### config.mk
export PLATFORM = sky130hd
export DESIGN_NAME = qupls_rt_commit_queue
export DESIGN_NICKNAME = d
export VERILOG_FILES = /design/src/rtl/qupls_rt_commit_queue.sv
export SDC_FILE = /design/constraint.sdc
export NUM_CORES = 2
export LEC_CHECK = 0
export ABC_AREA = 0
export CORE_ASPECT_RATIO = 1.25
export CORE_MARGIN = 2
export CORE_UTILIZATION = 32
export CTS_BUF_LIST = sky130_fd_sc_hd__clkbuf_8
export CTS_CLUSTER_SIZE = 28
export DETAILED_ROUTE_END_ITERATION = 10
export HOLD_SLACK_MARGIN = 0.12
export MAX_ROUTING_LAYER = met4
export SLEW_MARGIN = 40
export SYNTH_ARGS = -nofsm -noshare
export SYNTH_HDL_FRONTEND = slang
export SYNTH_SLANG_ARGS = --single-unit
### constraint.sdc
create_clock -name clk -period 8.4 [get_ports clk]
set_clock_uncertainty 0.1 [all_clocks]
set_input_delay 1.68 -clock clk [delete_from_list [all_inputs] [get_ports clk]]
set_output_delay 1.68 -clock clk [all_outputs]
set_load 0.01 [all_outputs]
### src/rtl/qupls_rt_commit_queue.sv
// Commit-side destination mapper and in-order write buffer feeding the
// architectural register file, with a newest-match bypass for queued values.
module qupls_rt_commit_queue #(
   parameter int DEPTH = 8,
   parameter int DW    = 64
) (
   input  logic                     clk,
   input  logic                     rst_n,
   input  logic                     cm_valid,
   output logic                     cm_ready,
   input  logic [1:0]               cm_om,
   input  logic                     cm_regx,
   input  logic [8:0]               cm_aRt,
   input  logic [DW-1:0]            cm_val,
   output logic                     wr_valid,
   input  logic                     wr_ready,
   output logic [8:0]               wr_arn,
   output logic [DW-1:0]            wr_val,
   input  logic [8:0]               q_arn,
   output logic                     q_hit,
   output logic [DW-1:0]            q_val,
   output logic [$clog2(DEPTH):0]   count,
   output logic                     empty,
   output logic [15:0]              drop_cnt
);

   localparam int AW = $clog2(DEPTH);
   localparam int CW = AW + 1;

   logic [AW-1:0] head_reg;
   logic [AW-1:0] tail_reg;
   logic [CW-1:0] count_reg;
   logic [15:0]   drop_reg;

   logic [8:0]    arn_mem [DEPTH];
   logic [DW-1:0] val_mem [DEPTH];

   logic [8:0]    map_base;
   logic [8:0]    map_arn;
   logic          accept;
   logic          enq;
   logic          drop;
   logic          deq;

   // Register extension first, then fold r63 onto the per-mode stack pointer.
   always_comb begin
      map_base = cm_regx ? (cm_aRt | 9'd64) : cm_aRt;
      map_arn  = map_base;
      if (map_base == 9'd63)
         map_arn = 9'd65 + {7'd0, cm_om};
   end

   assign cm_ready = (count_reg != CW'(DEPTH));
   assign accept   = cm_valid && cm_ready;
   assign enq      = accept && (map_arn != 9'd0);
   assign drop     = accept && (map_arn == 9'd0);

   assign empty    = (count_reg == '0);
   assign wr_valid = !empty;
   assign deq      = wr_valid && wr_ready;
   assign wr_arn   = wr_valid ? arn_mem[head_reg] : 9'd0;
   assign wr_val   = wr_valid ? val_mem[head_reg] : '0;
   assign count    = count_reg;
   assign drop_cnt = drop_reg;

   always_ff @(posedge clk or negedge rst_n) begin
      if (!rst_n) begin
         head_reg  <= '0;
         tail_reg  <= '0;
         count_reg <= '0;
         drop_reg  <= '0;
      end else begin
         if (enq)
            tail_reg <= tail_reg + AW'(1);
         if (deq)
            head_reg <= head_reg + AW'(1);
         case ({enq, deq})
            2'b10:   count_reg <= count_reg + CW'(1);
            2'b01:   count_reg <= count_reg - CW'(1);
            default: count_reg <= count_reg;
         endcase
         if (drop && (drop_reg != 16'hFFFF))
            drop_reg <= drop_reg + 16'd1;
      end
   end

   // Storage carries no reset; occupancy alone decides which slots are live.
   always_ff @(posedge clk) begin
      if (enq) begin
         arn_mem[tail_reg] <= map_arn;
         val_mem[tail_reg] <= cm_val;
      end
   end

   logic [DEPTH-1:0] match;
   logic [AW-1:0]    slot_idx [DEPTH];

   generate
      for (genvar gi = 0; gi < DEPTH; gi++) begin : g_scan
         // Slot gi is the gi-th oldest live entry counted from head.
         assign slot_idx[gi] = head_reg + AW'(gi);
         assign match[gi]    = (CW'(gi) < count_reg) && (arn_mem[slot_idx[gi]] == q_arn);
      end
   endgenerate

   // Later matches overwrite earlier ones, so the newest entry wins.
   always_comb begin
      q_hit = 1'b0;
      q_val = '0;
      if (q_arn != 9'd0) begin
         for (int i = 0; i < DEPTH; i++) begin
            if (match[i]) begin
               q_hit = 1'b1;
               q_val = val_mem[slot_idx[i]];
            end
         end
      end
   end

endmodule
==> flow_results.org <==
** Finish
- The count of cells in the finished layout, fillers not included, comes to between 5000 and 6000.
- The finished cells cover between 50000 and 60000 um2.
- Summing all multi-input logic gate instances after layout gives between 20000 and 30000 um2.
- Across the whole layout, storage elements account for between 15000 and 20000 um2.
- Final Net Count :: between 3000 and 4000
- Proportion of layout cells with a drive suffix above 1 :: a little under 30%
- Biggest register :: val_mem
- The register with the most flip-flops in the layout has just over 500 of them.
- In the layout the commonest cells are 647 x sky130_fd_sc_hd__nand2_1, 593 x sky130_fd_sc_hd__mux4_2, 584 x sky130_fd_sc_hd__edfxtp_1.
- Layout overhead on the synthesized area :: 14.13%
- Leaving out fill and tap cells, the most frequent cell in the layout is sky130_fd_sc_hd__nand2_1.
- The layout has about 14000 filler cells.

** STA
- After layout, the minimum clock period comes to slightly above 8 ns.
- Relative slew slack :: 41.48%
- The final-report hold violation count came to 0.
- In the finished design, the share of the clock period the worst path needs comes to a little over nine tenths.
- Once routing completed, OpenROAD measured the worst setup slack at around 0.32 ns.
- Setup total negative slack on the finished layout was measured at 0 ns.
- Setup repair after global routing left no endpoint under its margin.
- Timing would allow up to roughly 120 MHz.
- Setup violations remaining at the end of the flow were counted as 0.
- For the pin with the worst max-slew slack, the measured transition is between 0.8 and 0.9 ns.
- Number of max-slew violations in the final report :: 0

** Die
- Die extent in y :: 436.1 um
- Ports :: 250
- In this run the horizontal extent of the chip is about 350 um.
- The die covers between 150000 and 200000 um2.
- Number of core rows :: between 150 and 200
- Once the floorplan was initialized, standard cells occupied 32.24% of the core.
- Std-Cell Core Area :: between 100000 and 150000 um2

** Global routing
- The first global-routing pass estimated about 240 mm of wire.
- The number of global-route vias before repair was approximately 37000.
- Gr ovfl total :: 0
- Global router's overall resource usage :: between 20% and 30%
- Antenna violations before repair :: 20
- Entering global routing, the biggest net connects roughly 130 pins.

** Synthesis
- EDFF count, synth :: around 580
- Mean cell area of the mapped netlist :: 12.70 um2
- Share of Yosys cell area claimed by the top area cell type :: between 30% and 40%
- Cell area after technology mapping :: 47800 um2
- Number of nets produced by synthesis :: slightly below 4000
- Share of flip-flops with an asynchronous set or reset :: ~4.3%
- Mux cell area share after synthesis :: 37.37%
- The synthesized netlist devotes 0.2356% of its cell area to adder and majority cells.
- Synthesized-area fraction occupied by xor and xnor cells :: 1.976%
- Ys flop type :: sky130_fd_sc_hd__edfxtp_1
- Part of the Yosys area used for sequential elements :: around two fifths
- Combinational family with the most area after synthesis :: multiplexers
- Number of synthesized register bits :: 610
- Summed over all instances, the cell type with the most area after synthesis is sky130_fd_sc_hd__edfxtp_1.
- Dominant cells by area after synthesis :: sky130_fd_sc_hd__edfxtp_1 37%, sky130_fd_sc_hd__mux4_2 28%, sky130_fd_sc_hd__mux2_2 6.0%
- During synthesis, Yosys emitted a total of 0 warnings.
- Number of unique standard cell types used by synthesis :: between 70 and 80
- The synthesized netlist devotes 9.166% of its cell area to simple gates.
- Compound-cell area share of the yosys netlist :: under 10%
- Synthesis produced a netlist whose cell count is 3763.

** Routing
- For this block, the initial DRC count from the detailed router was 4542.
- The routed layout has 37801 vias.
- Dividing the detail-routed via count by the number of cells gives 6.450.
- DRC violations left :: 0
- Routed Antenna Nets :: 0
- Detailed-routing iteration count for the pre-antenna-repair pass :: 7
- After detailed routing, the average wire length per cell comes to 28.85 um.
- After detailed routing, the total wire length is 169.1 mm.

** Run
- Number of max-cap violations :: 0

** Setup path
- Crit path kind :: register to output port
- The worst setup path is launched from a register.
- Highest net fanout along the worst path :: 34
- Measured in cells, the most critical reg-to-reg path has a length of 9.
- The endpoint identified for the worst register-to-register timing path is val_mem[5][51].
- Worst r2r src :: count[1]
- At the worst endpoint, the arrival time is roughly 6.3 ns.
- At the worst endpoint, the required time is 6.62 ns.
- Worst-case register-to-register setup slack :: ~5 ns
- Critical path capture point type :: output port

** Pwr
- Pint :: 0.01295 W
- Net load switching power :: between 0.01 and 0.015 W
- Pleak :: between 15 and 20 nW
- Clock power share :: ~11%
- Proportion of power drawn by combinational gates :: approximately 71%
- Max IR drop VDD :: 0.4861 mV
- PwrDens :: ~440 nW/um2
- Sequential cells account for between 10% and 20% of the total power.
- Sw frac :: between 40% and 50%

** Clocking
- CTS built an H-tree with a depth of 3.
- Register clock-pin slew on the reported worst setup and hold paths :: around 0.060 ns
- Root buf cell :: sky130_fd_sc_hd__clkbuf_8
- The clock passes through at most 3 buffers.
- CTS saw 610 sinks.
- Clock tree from TritonCTS :: built
- Clock latency of the later-clocked register in the worst-skew pair :: between 0.8 and 0.9 ns
- Counting the buffers created by CTS gives 105.

** Placed design
- Number of buffer cells added on primary ports :: approximately 250
- Final estimated routing congestion in global placement :: 0.9287
- Minimum setup slack after placement :: between 0.5 and 0.6 ns
- After detailed placement, the total cell area comes to ~52000 um2.
- Summed over all nets, the half-perimeter wirelength after detailed placement is between 90 and 100 mm.
- After detailed placement, the design holds a cell count of between 5000 and 6000.

** Hold path
- Min-Delay Path Depth :: 1
- The startpoint identified for the worst hold timing path is drop_cnt[9].
- Worst min-delay path class :: register to register
- Worst Hold Endpoint :: drop_cnt[9]

** Status
- The run finished with clean final reports.
[cells by family after synthesis]
group	count (synthesis)
AO/OA/AOI/OAI	625
XOR/XNOR	104
AND/OR/NAND/NOR	995
buffers and inverters	409
adder cells (fa/ha/maj)	9
multiplexers	1011
flip-flops	610
[repair_timing]
| action | CTS | global route |
|---|---|---|
| setup endpoints to repair | 0 | 44 |
| hold buffers | 0 | 0 |
| endpoints found under the hold margin | 0 | 0 |
| buffers inserted | 0 | 10 |
| resized for setup | 0 | 1 |
[metrics by stage]
step	utilization, %	power (W)	hold slack [ns]
2_1_floorplan	-	0.01621	0.3867
3_3_place_gp	35.15	0.02079	0.3926
3_5_place_dp	35.23	0.02096	0.3969
4_1_cts	36.64	0.02380	0.4174
5_1_grt	36.79	0.02532	0.4421
6_report	36.80	0.02410	0.4146
[worst max-delay path, stage by stage (launching register included)]
cell,delay [ns]
sky130_fd_sc_hd__dfrtp_4,0.68
sky130_fd_sc_hd__inv_1,0.16
sky130_fd_sc_hd__ha_4,0.55
sky130_fd_sc_hd__buf_12,0.28
sky130_fd_sc_hd__mux4_2,0.55
sky130_fd_sc_hd__xor2_1,0.28
sky130_fd_sc_hd__nor3_1,0.13
sky130_fd_sc_hd__a21oi_4,0.14
sky130_fd_sc_hd__buf_4,0.24
sky130_fd_sc_hd__or4b_4,0.45
sky130_fd_sc_hd__buf_12,0.32
sky130_fd_sc_hd__o2111ai_1,0.16
sky130_fd_sc_hd__a21oi_1,0.18
sky130_fd_sc_hd__o21ai_1,0.08
sky130_fd_sc_hd__a31oi_1,0.53
sky130_fd_sc_hd__clkdlybuf4s50_1,0.66
[power groups by stage]
stage	Clock, W	Combinational, W	Sequential [W]
final	0.00276	0.0171	0.00423
after global routing	0.00293	0.0181	0.00428
after CTS	0.00281	0.0168	0.00422
after detailed placement	0	0.0167	0.00428
after global placement	0	0.0166	0.00424
after floorplan	0	0.0121	0.00414
[area by class of cell]
type,instances,area share (%)
Multi-Input combinational cell,2744,51.08
Timing Repair Buffer,370,7.192
Clock buffer,108,2.725
Sequential cell,610,33.36
Tap cell,1920,4.403
Antenna cell,13,0.05963
Clock inverter,84,1.096
Inverter,12,0.08256
[cells in the mapped netlist, types with 25 or more instances]
library cell                  n
sky130_fd_sc_hd__a21oi_1     85
sky130_fd_sc_hd__edfxtp_1   584
sky130_fd_sc_hd__mux2_2     256
sky130_fd_sc_hd__buf_1       31
sky130_fd_sc_hd__o2111ai_1   65
sky130_fd_sc_hd__and2_1      70
sky130_fd_sc_hd__nand2_1    649
sky130_fd_sc_hd__nand3_1    114
sky130_fd_sc_hd__nor3_1      46
sky130_fd_sc_hd__xor2_1      28
sky130_fd_sc_hd__a31oi_1    156
sky130_fd_sc_hd__dfrtp_1     26
sky130_fd_sc_hd__xnor2_1     73
sky130_fd_sc_hd__o221ai_1    66
sky130_fd_sc_hd__o21ai_0     71
sky130_fd_sc_hd__a221o_1     63
sky130_fd_sc_hd__buf_2      119
sky130_fd_sc_hd__buf_4       25
sky130_fd_sc_hd__o21ai_1     65
sky130_fd_sc_hd__mux4_2     593
sky130_fd_sc_hd__buf_6       30
sky130_fd_sc_hd__nor2_1      40
sky130_fd_sc_hd__clkbuf_1   191
sky130_fd_sc_hd__mux2i_1    160
[worst max-delay path by stage]
stage	startpoint	endpoint	slack [ns]	cells after the start
3_3_place_gp	q_arn[7]	q_val[56]	0.53	11
2_1_floorplan	cm_om[0]	arn_mem[5][0]	-0.30	8
3_5_place_dp	q_arn[7]	q_val[50]	0.52	11
4_1_cts	head_reg[0]	q_val[63]	0.04	13
6_report	head_reg[0]	q_val[50]	0.32	15
5_1_grt	head_reg[0]	q_val[30]	0.1	15
[routing by layer]
| layer | GRT usage, % | wire length, um |
|---|---|---|
| met5 | - | 0 |
| met3 | 4.683 | 18210 |
| met4 | 9.573 | 7046 |
| met2 | 35.07 | 81440 |
| met1 | 27.42 | 62380 |
No activity file was read; power rests on OpenSTA's default activity.
